File: src/rtl/evm_pkg.sv
// Shared types and constants for the EVM vote sequencing logic.
package evm_pkg;

    typedef enum logic [1:0] {
        IDLE         = 2'd0,
        DEBOUNCE     = 2'd1,
        WAIT_RELEASE = 2'd2,
        LOCKOUT      = 2'd3
    } state_t;

    localparam int NUM_CAND = 4;
    localparam int CAND_W   = 2;
    localparam int VOTE_W   = 8;
    localparam int TOTAL_W  = 10;
    localparam logic [VOTE_W-1:0] VOTE_MAX = 8'd255;

    // Index of the lowest set bit; callers only pass one-hot vectors.
    function automatic logic [CAND_W-1:0] onehot_to_idx(input logic [NUM_CAND-1:0] oh);
        logic [CAND_W-1:0] idx;
        idx = '0;
        for (int i = NUM_CAND - 1; i >= 0; i--) begin
            if (oh[i]) idx = CAND_W'(i);
        end
        return idx;
    endfunction

    function automatic logic [NUM_CAND-1:0] idx_to_mask(input logic [CAND_W-1:0] idx);
        return NUM_CAND'(1) << idx;
    endfunction

endpackage

File: src/rtl/vote_cast_controller_if.sv
// Button, mode and tally signals between the vote controller and its environment.
interface vote_cast_controller_if;
    import evm_pkg::*;

    logic                mode;
    logic                clear_votes;
    logic                cand1_button_press;
    logic                cand2_button_press;
    logic                cand3_button_press;
    logic                cand4_button_press;
    logic [VOTE_W-1:0]   cand1_vote;
    logic [VOTE_W-1:0]   cand2_vote;
    logic [VOTE_W-1:0]   cand3_vote;
    logic [VOTE_W-1:0]   cand4_vote;
    logic [TOTAL_W-1:0]  total_votes;
    logic                valid_vote_casted;
    logic                vote_rejected;
    logic                busy;

    modport master (
        output mode, clear_votes,
        output cand1_button_press, cand2_button_press, cand3_button_press, cand4_button_press,
        input  cand1_vote, cand2_vote, cand3_vote, cand4_vote,
        input  total_votes, valid_vote_casted, vote_rejected, busy
    );

    modport slave (
        input  mode, clear_votes,
        input  cand1_button_press, cand2_button_press, cand3_button_press, cand4_button_press,
        output cand1_vote, cand2_vote, cand3_vote, cand4_vote,
        output total_votes, valid_vote_casted, vote_rejected, busy
    );

endinterface

File: src/rtl/vote_tally_counter.sv
// Per-candidate 8-bit saturating tally with synchronous clear.
module vote_tally_counter
    import evm_pkg::*;
(
    input  logic              clock,
    input  logic              reset,
    input  logic              inc,
    input  logic              clr,
    output logic [VOTE_W-1:0] count,
    output logic              at_max
);

    assign at_max = (count == VOTE_MAX);

    always_ff @(posedge clock or negedge reset) begin
        if (!reset) begin
            count <= '0;
        end else if (clr) begin
            count <= '0;
        end else if (inc && !at_max) begin
            count <= count + VOTE_W'(1);
        end
    end

endmodule

File: src/rtl/vote_cast_controller.sv
// Qualifies candidate button presses and commits at most one vote per press.
//  state        | meaning
//  IDLE         | waiting for a single button press
//  DEBOUNCE     | latched button held, counting hold edges
//  WAIT_RELEASE | press consumed or rejected, waiting for all buttons low
//  LOCKOUT      | all released, counting quiet cycles before next press
module vote_cast_controller
    import evm_pkg::*;
#(
    parameter int HOLD_CYCLES    = 16,
    parameter int LOCKOUT_CYCLES = 32
) (
    input  logic                    clock,
    input  logic                    reset,
    vote_cast_controller_if.slave   bus
);

    localparam int CNT_MAX = (HOLD_CYCLES > LOCKOUT_CYCLES) ? HOLD_CYCLES : LOCKOUT_CYCLES;
    localparam int CNT_W   = $clog2(CNT_MAX + 1);
    localparam logic [CNT_W-1:0] HOLD_LAST = CNT_W'(HOLD_CYCLES - 1);
    localparam logic [CNT_W-1:0] LOCK_LAST = CNT_W'(LOCKOUT_CYCLES - 1);

    state_t              state;
    logic [CNT_W-1:0]    cnt;
    logic [CAND_W-1:0]   idx;
    logic [TOTAL_W-1:0]  total;
    logic                valid_q;
    logic                reject_q;
    logic                busy_q;

    logic [NUM_CAND-1:0] btn;
    logic                single;
    logic                any_high;
    logic                others_high;
    logic                hold_done;
    logic                commit_ok;
    logic                commit_sat;
    logic                tally_clr;
    logic [NUM_CAND-1:0] tally_inc;
    logic [NUM_CAND-1:0] tally_at_max;
    logic [VOTE_W-1:0]   tally [NUM_CAND];

    assign btn = {bus.cand4_button_press, bus.cand3_button_press,
                  bus.cand2_button_press, bus.cand1_button_press};

    always_comb begin
        single      = $onehot(btn);
        any_high    = |btn;
        others_high = |(btn & ~idx_to_mask(idx));
        hold_done   = !bus.mode && (state == DEBOUNCE) && btn[idx]
                      && !others_high && (cnt == HOLD_LAST);
        // A full tally turns the commit into a rejection instead of a vote.
        commit_ok   = hold_done && !tally_at_max[idx];
        commit_sat  = hold_done && tally_at_max[idx];
        tally_inc   = commit_ok ? idx_to_mask(idx) : '0;
        tally_clr   = bus.mode && bus.clear_votes;
    end

    for (genvar g = 0; g < NUM_CAND; g++) begin : g_tally
        vote_tally_counter u_tally (
            .clock  (clock),
            .reset  (reset),
            .inc    (tally_inc[g]),
            .clr    (tally_clr),
            .count  (tally[g]),
            .at_max (tally_at_max[g])
        );
    end

    always_ff @(posedge clock or negedge reset) begin
        if (!reset) begin
            state    <= IDLE;
            cnt      <= '0;
            idx      <= '0;
            valid_q  <= 1'b0;
            reject_q <= 1'b0;
            busy_q   <= 1'b0;
        end else begin
            valid_q  <= 1'b0;
            reject_q <= 1'b0;
            if (bus.mode) begin
                state  <= IDLE;
                cnt    <= '0;
                busy_q <= 1'b0;
            end else begin
                case (state)
                    IDLE: begin
                        if (single) begin
                            state  <= DEBOUNCE;
                            idx    <= onehot_to_idx(btn);
                            cnt    <= CNT_W'(1);
                            busy_q <= 1'b1;
                        end else if (any_high) begin
                            state    <= WAIT_RELEASE;
                            reject_q <= 1'b1;
                            busy_q   <= 1'b1;
                        end
                    end
                    DEBOUNCE: begin
                        if (!btn[idx]) begin
                            state  <= IDLE;
                            cnt    <= '0;
                            busy_q <= 1'b0;
                        end else if (others_high) begin
                            state    <= WAIT_RELEASE;
                            reject_q <= 1'b1;
                        end else if (cnt == HOLD_LAST) begin
                            state    <= WAIT_RELEASE;
                            valid_q  <= commit_ok;
                            reject_q <= commit_sat;
                        end else begin
                            cnt <= cnt + CNT_W'(1);
                        end
                    end
                    WAIT_RELEASE: begin
                        if (!any_high) begin
                            state <= LOCKOUT;
                            cnt   <= '0;
                        end
                    end
                    LOCKOUT: begin
                        if (any_high) begin
                            state <= WAIT_RELEASE;
                        end else if (cnt == LOCK_LAST) begin
                            state  <= IDLE;
                            cnt    <= '0;
                            busy_q <= 1'b0;
                        end else begin
                            cnt <= cnt + CNT_W'(1);
                        end
                    end
                    default: begin
                        state  <= IDLE;
                        cnt    <= '0;
                        busy_q <= 1'b0;
                    end
                endcase
            end
        end
    end

    // Never wraps: four saturating tallies sum to at most 1020.
    always_ff @(posedge clock or negedge reset) begin
        if (!reset) begin
            total <= '0;
        end else if (tally_clr) begin
            total <= '0;
        end else if (commit_ok) begin
            total <= total + TOTAL_W'(1);
        end
    end

    assign bus.cand1_vote        = tally[0];
    assign bus.cand2_vote        = tally[1];
    assign bus.cand3_vote        = tally[2];
    assign bus.cand4_vote        = tally[3];
    assign bus.total_votes       = total;
    assign bus.valid_vote_casted = valid_q;
    assign bus.vote_rejected     = reject_q;
    assign bus.busy              = busy_q;

endmodule

File: src/flat_wrapper.sv
// flat-port wrapper written by rule: the top's interface ports become plain ports
module vote_cast_controller_flat import evm_pkg::*;
#(
    parameter int HOLD_CYCLES    = 16,
    parameter int LOCKOUT_CYCLES = 32
)
  (clock, reset, bus_mode, bus_clear_votes, bus_cand1_button_press, bus_cand2_button_press, bus_cand3_button_press, bus_cand4_button_press, bus_cand1_vote, bus_cand2_vote, bus_cand3_vote, bus_cand4_vote, bus_total_votes, bus_valid_vote_casted, bus_vote_rejected, bus_busy);
  vote_cast_controller_if bus_i ();
  input  logic clock;
  input  logic reset;
  input wire logic [$bits(bus_i.mode)-1:0] bus_mode;
  input wire logic [$bits(bus_i.clear_votes)-1:0] bus_clear_votes;
  input wire logic [$bits(bus_i.cand1_button_press)-1:0] bus_cand1_button_press;
  input wire logic [$bits(bus_i.cand2_button_press)-1:0] bus_cand2_button_press;
  input wire logic [$bits(bus_i.cand3_button_press)-1:0] bus_cand3_button_press;
  input wire logic [$bits(bus_i.cand4_button_press)-1:0] bus_cand4_button_press;
  output wire logic [$bits(bus_i.cand1_vote)-1:0] bus_cand1_vote;
  output wire logic [$bits(bus_i.cand2_vote)-1:0] bus_cand2_vote;
  output wire logic [$bits(bus_i.cand3_vote)-1:0] bus_cand3_vote;
  output wire logic [$bits(bus_i.cand4_vote)-1:0] bus_cand4_vote;
  output wire logic [$bits(bus_i.total_votes)-1:0] bus_total_votes;
  output wire logic [$bits(bus_i.valid_vote_casted)-1:0] bus_valid_vote_casted;
  output wire logic [$bits(bus_i.vote_rejected)-1:0] bus_vote_rejected;
  output wire logic [$bits(bus_i.busy)-1:0] bus_busy;
  assign bus_i.mode = bus_mode;
  assign bus_i.clear_votes = bus_clear_votes;
  assign bus_i.cand1_button_press = bus_cand1_button_press;
  assign bus_i.cand2_button_press = bus_cand2_button_press;
  assign bus_i.cand3_button_press = bus_cand3_button_press;
  assign bus_i.cand4_button_press = bus_cand4_button_press;
  assign bus_cand1_vote = bus_i.cand1_vote;
  assign bus_cand2_vote = bus_i.cand2_vote;
  assign bus_cand3_vote = bus_i.cand3_vote;
  assign bus_cand4_vote = bus_i.cand4_vote;
  assign bus_total_votes = bus_i.total_votes;
  assign bus_valid_vote_casted = bus_i.valid_vote_casted;
  assign bus_vote_rejected = bus_i.vote_rejected;
  assign bus_busy = bus_i.busy;
  vote_cast_controller #(.HOLD_CYCLES(HOLD_CYCLES), .LOCKOUT_CYCLES(LOCKOUT_CYCLES)) u_core (.clock(clock), .reset(reset), .bus(bus_i));
endmodule
File: config.mk
export PLATFORM = sky130hd
export DESIGN_NAME = vote_cast_controller_flat
export DESIGN_NICKNAME = d
export VERILOG_FILES = /design/src/rtl/evm_pkg.sv /design/src/rtl/vote_cast_controller_if.sv /design/src/rtl/vote_tally_counter.sv /design/src/rtl/vote_cast_controller.sv /design/src/flat_wrapper.sv
export SDC_FILE = /design/constraint.sdc
export NUM_CORES = 1
export LEC_CHECK = 0
export ABC_CLOCK_PERIOD_IN_PS = 3300
export BUFFER_PORTS_ARGS = -buffer_cell sky130_fd_sc_hd__buf_2
export CAP_MARGIN = 20
export CORE_MARGIN = 2
export CORE_UTILIZATION = 55
export CTS_BUF_LIST = sky130_fd_sc_hd__clkbuf_4 sky130_fd_sc_hd__clkbuf_8
export DETAILED_ROUTE_END_ITERATION = 12
export PLACE_DENSITY = 0.78
export SLEW_MARGIN = 20
export SYNTH_ARGS = -nofsm -noshare
export SYNTH_HDL_FRONTEND = slang
export SYNTH_SLANG_ARGS = --single-unit
File: constraint.sdc
create_clock -name clock -period 3.3 [get_ports clock]
set_clock_uncertainty 0.2 [all_clocks]
set_input_delay 0.165 -clock clock [delete_from_list [all_inputs] [get_ports clock]]
set_output_delay 0.165 -clock clock [all_outputs]
set_load 0.03 [all_outputs]
; ---- Word-level counts from Yosys, hierarchy flattened
; Cells that the tools add are included.
[totals]
reg_bits = 55
inputBits = 8
output_inout_bits = 45
[classes]
addsub = 9
order_cmp = 1
eq_ne = 20
n_shift = 1
muxes = 57
bitwise_logic = 3
reduce_logical = 31
[op_table]
columns = operator, count
row1 = 8-bit 2-to-1 mux, 8
row2 = 6-bit 2-to-1 mux, 8
row3 = "8-bit by 1-bit adder with 8-bit output, second input constant", 4
row4 = "8-bit == test, second input constant", 4
row5 = 2-bit 2-to-1 mux, 13
row6 = 6-bit case mux with 4 select lines, 1
row7 = 10-bit 2-to-1 mux, 2
row8 = 1-bit 2-to-1 mux, 19
row9 = 1-bit logical AND, 11
row10 = "10-bit by 1-bit adder with 10-bit output, second input constant", 1
row11 = 5-bit AND reduction, 2
row12 = 2-bit nonzero test, 5
row13 = "3-bit inequality test, second input constant", 3
row14 = "4-bit by 2-bit inequality test with 1-bit output, second input constant", 2
row15 = "4-bit inequality test, second input constant", 2
row16 = 2-bit case mux with 4 select lines, 1
row17 = 4-bit OR reduction, 2
row18 = 1-bit zero test, 7
row19 = "6-bit by 1-bit adder with 6-bit output, second input constant", 1
row20 = "6-bit by 4-bit == test with 1-bit output, second input constant", 1
row21 = "6-bit by 5-bit == test with 1-bit output, second input constant", 1
row22 = "3-bit by 2-bit inequality test with 1-bit output, second input constant", 2
row23 = "5-bit by 4-bit inequality test with 1-bit output, second input constant", 1
row24 = 1-bit by 1-bit adder with 2-bit output, 2
row25 = other kinds (17), 19

; ---- Logic depth before layout (Yosys ltp)
[logic_depth]
word_depth = 13
depth_mapped = 11

; ---- Cells and area by module
; A second synthesis with hierarchy kept.
[unflattened]
cells_unflattened = 372
area_unflattened_um2 = 3544.6
[by_module_without_submodules]
columns = module, instances, cells_per_inst, area_per_inst_um2, seq_area_each_um2
row1 = vote_tally_counter, 4, 47, 469.2, 200.2
row2 = vote_cast_controller, 1, 184, 1667.8, 575.6

; ---- Worst setup path after synthesis
; Ideal clock, no wire load.
[synth_timing]
path_type = input -> register
start = input port bus_cand2_button_press
end = register u_core.cnt[1]
arrival_ns = 2.192
t_required_ns = 2.982
slack_ns = 0.790
cell_stages = 11
n_path_buf = 0
path_cell_list = inv_1 ha_1 ha_1 inv_1 fa_1 nand3_1 nand2_1 a31o_2 a31oi_1 nor3b_1 a21o_1
[synth_between]
elab_chain_len = 5
elab_cells_between_ends = 17
classes_between = add/sub (2) / eq/ne (6) / mux (5) / bitwise (1) / reduce/logical (3)
[synth_lines]
columns = item, line
row1 = start: declaration, flat_wrapper.sv:14  ; input wire logic [$bits(bus_i.cand2_button_press)-1:0] bus_cand2_button_press;
row2 = 1-bit by 1-bit adder with 2-bit output (implied by the code) / 1-bit binary-select mux with 2-bit select (equally long branches), "vote_cast_controller.sv:47, vote_cast_controller.sv:100"
row3 = 3-bit adder (implied by the code) / 1-bit 2-to-1 mux (equally long branches), "vote_cast_controller.sv:47, vote_cast_controller.sv:100"
row4 = 3-bit by 1-bit == test with 1-bit output / 6-bit 2-to-1 mux (equally long branches), "vote_cast_controller.sv:47, vote_cast_controller.sv:100"
row5 = 3-bit by 2-bit inequality test with 1-bit output (no source line) / 6-bit case mux with 4 select lines (equally long branches), -
row6 = 5-bit AND reduction (no source line) / 6-bit 2-to-1 mux (equally long branches), -
row7 = end signal: assignment, vote_cast_controller.sv:112  ; cnt <= cnt + CNT_W'(1);
row8 = end signal: assignment, vote_cast_controller.sv:129  ; cnt <= cnt + CNT_W'(1);
row9 = end: declaration, vote_cast_controller.sv:24  ; logic [CNT_W-1:0] cnt;
; Parallel ways exist; a longest one is shown, timed or not. The select of a mux whose other input is x is not followed.
; A chain may end at the register's enable or synchronous reset.

; ---- Final worst setup path
; Same ends and word-level chain as after synthesis.

==> flow_metrics.env <==
export IMPL_synth_area_mm2=0.003234
export IMPL_worstSkewPairLatency_ns=0.32
export IMPL_antenna_cells=0
export IMPL_antenna_found_initial=0
export IMPL_pwr_share_comb=0.189
export IMPL_grt_pass1_wl_um=12550
export IMPL_n_fill_cell=497
export IMPL_cts_htree_levels=2
export IMPL_final_cell_mix="dfrtp_1 (55), buf_2 (52), nand2_1 (41), nor2_1 (36), nand3_1 (23)"
export IMPL_min_path_type="in -> reg"
export IMPL_vias=2876
export IMPL_reg2reg_from="u_core.cnt[0]"
export IMPL_path_class="in -> reg"
export IMPL_cp_end_kind="flop"
export IMPL_r2r_slack_ns=0.46
export IMPL_dieWidth_um=80.69
export IMPL_grt_ovfl_total=0
export IMPL_max_stage_delay_ns=0.51
export IMPL_layout_min_cycle_time_ns=3.065
export IMPL_p_sw_frac=0.3213
export IMPL_cp_max_fo=8
export IMPL_final_hold_viol_count=0
export IMPL_die_area_mm2=0.006510
export IMPL_worst_ep_required_time_ns=3.30
export IMPL_port_buffers=52
export IMPL_syn_avg_cell_area_um2=8.959
export IMPL_cts_buffer_depth=2
export IMPL_p_leak_nw=1.695
export IMPL_first_pass_iters=4
export IMPL_num_io_pins=53
export IMPL_p_int_uw=964.2
export IMPL_die_h_um=80.69
export IMPL_cap_violations=0
export IMPL_peakVddDrop_v=0.0003531
export IMPL_rsz0062_at_grt="no"
export IMPL_slowest_stage="dlygate4sd3_1"
export IMPL_p_seq_frac=0.529
export IMPL_grt_pass1_vias=2676
export IMPL_multi_input_area_mm2=0.001745
export IMPL_synth_cell_types=50
export IMPL_async_flop_share=1.000
export IMPL_wl_per_cell_um=14.98
export IMPL_area_delta_synth_final_pct=14.16
export IMPL_crit_path_end="u_core.cnt[1]"
export IMPL_cts_root_buffer="clkbuf_8"
export IMPL_path_depth=13
export IMPL_via_per_inst=5.906
export IMPL_layout_commonest_cell="dfrtp_1"
export IMPL_setup_violations=0
export IMPL_p_per_area_mw_per_mm2=384.8
export IMPL_synth_main_ff_cell="dfrtp_1"
export IMPL_synth_edf_count=0
export IMPL_cts_setup_buffers=0
export IMPL_gp_congestion=0.9007
export IMPL_switching_power_uw=456.5
export IMPL_setup_tns_ns=0
export IMPL_cts_inserted_buffers=5
export IMPL_max_freq_mhz=326.2
export IMPL_worst_r2r_path_depth=7
export IMPL_cp_top_family="adder cells"
export IMPL_min_period_over_period=0.9289
export IMPL_synth_warning_count=0
export IMPL_ff_latch_area_mm2=0.001376
export IMPL_final_nets=435
export IMPL_path_clk_slew_ns=0.09
export IMPL_slew_viol_final=0
export IMPL_cts_tree="built"
export IMPL_track_usage=0.2469
export IMPL_path_cells="dlygate4sd3_1 -> buf_2 -> inv_1 -> ha_1 -> ha_1 -> inv_1 -> fa_1 -> nand3_1 -> nand2_1 -> a31o_2 -> a31oi_2 -> nor3b_1 -> a21o_1"
export IMPL_tightest_slew_ns=0.6722
export IMPL_cp_num_buf_inv=4
export IMPL_start_kind="input pin"
export IMPL_clkPwrFrac=0.282
export IMPL_yosysSeqAreaShare=0.4255
export IMPL_min_path_cells=4
export IMPL_drc=0
export IMPL_drt_iter0_markers=183
export IMPL_start_util=0.5768
export IMPL_finalPower_mw=1.421
export IMPL_hpwl_um=5205
export IMPL_grt_max_degree=37
export IMPL_syn_num_nets=382
export IMPL_drive_above_1_share=0.1880
export IMPL_startpoint="bus_cand2_button_press"
export IMPL_ys_seq_elements=55
export IMPL_rr_endpoint="u_core.bus.total_votes[8]"
export IMPL_std_cell_rows=27
export IMPL_syn_inst=361
export IMPL_critPathArrivalTime_ns=3.07
export IMPL_status="finished clean"
export IMPL_routed_wl_um=7295
export IMPL_clock_sinks=55
export IMPL_ant_nets=0
export IMPL_coreArea_mm2=0.005608
export IMPL_slew_limit_headroom=0.5499
==> through the flow <==
| step | setup slack, ns | instance area (um^2) | hold WS (ns) | instances | util |
|---|---|---|---|---|---|
| finish | 0.2347 | 3692 | 0.1812 | 487 | 0.6584 |
| global route | 0.07512 | 3692 | 0.2127 | 487 | 0.6584 |
| CTS | 0.08307 | 3686 | 0.1750 | 487 | 0.6573 |
| detailed placement | 0.3103 | 3537 | 0.02808 | 474 | 0.6307 |
| global placement | 0.4367 | 3537 | 0.02155 | 474 | 0.6307 |
| floorplan | 0.7899 | 3234 | -0.3306 | 361 | - |
==> worst min-delay path: stages <==
cell and delay [ns]:
buf_2 0.13, inv_1 0.07, ha_1 0.19, o41ai_1 0.09
==> cell usage after synthesis, types with 5 or more instances <==
library cell | number | area share
nand3_1 | 23 | 0.036
inv_1 | 13 | 0.015
ha_1 | 12 | 0.046
o21ai_0 | 22 | 0.034
nor2_1 | 36 | 0.042
a21oi_1 | 20 | 0.031
dfrtp_1 | 55 | 0.43
or4_1 | 8 | 0.019
a31oi_1 | 5 | 0.0097
xnor2_1 | 12 | 0.032
clkbuf_1 | 10 | 0.012
o31ai_1 | 10 | 0.023
and3_1 | 7 | 0.014
or3_1 | 8 | 0.015
nor2b_1 | 5 | 0.0097
nand2_1 | 41 | 0.048
nor3_1 | 7 | 0.011
nand4_1 | 11 | 0.021
nor4_1 | 8 | 0.015
==> registers in the layout, indices dropped and copies added, names as in the netlist <==
register / flops
u_core.g_tally.u_tally.count: 32
u_core.bus.total_votes: 10
u_core.cnt: 6
u_core.idx: 2
u_core.state: 2
u_core.bus.busy: 1
u_core.bus.valid_vote_casted: 1
u_core.bus.vote_rejected: 1
==> area by class of cell <==
class | instances | share of cell area
Multi-Input combinational cell | 279 | 0.4727
Sequential cell | 55 | 0.3728
Timing Repair Buffer | 60 | 0.09014
Tap cell | 72 | 0.02440
Clock buffer | 6 | 0.02237
Inverter | 13 | 0.01322
Clock inverter | 2 | 0.004405
==> how the worst min path moves through the flow <==
stage	startpoint	endpoint	slack, ns
5_1_grt	bus_cand4_button_press	u_core.idx[1]	0.21
3_3_place_gp	reset	u_core.cnt[3]	0.02
2_1_floorplan	reset	u_core.bus.busy	-0.33
3_5_place_dp	reset	u_core.cnt[3]	0.03
4_1_cts	bus_cand4_button_press	u_core.idx[1]	0.17
6_report	bus_cand4_button_press	u_core.idx[1]	0.18
==> logic make-up (layout without fill, tap and decap cells) <==
group,Yosys count,in the layout,share of synthesized area
buffers and inverters,27,81,0.03675
DFF,55,55,0.4255
adders and majority gates,13,13,0.05261
and+or+nand+nor,172,172,0.2781
AOI/OAI and AO/OA,76,76,0.1528
xor gates and xnor gates,14,14,0.03791
muxes,4,4,0.01625
==> power groups by stage <==
stage,clock [mW],sequential [mW],combinational (mW)
global route,0.443,0.758,0.302
floorplan,0,0.727,0.225
CTS,0.411,0.750,0.266
detailed placement,0,0.762,0.260
finish,0.401,0.752,0.268
global placement,0,0.761,0.255
==> metal layers <==
metal | track usage | wire length (um)
met5 | 0 | 0
met4 | 0.08814 | 107
met3 | 0.04382 | 293
met2 | 0.3917 | 3432
met1 | 0.3388 | 3462
==> repair_timing <==
action,4_1_cts,5_1_grt
endpoints found under the hold margin,33,0
hold buffers,5,0
resized for setup,0,1
setup endpoints to repair,0,6
Note: power is estimated with default switching activity, not from simulation.
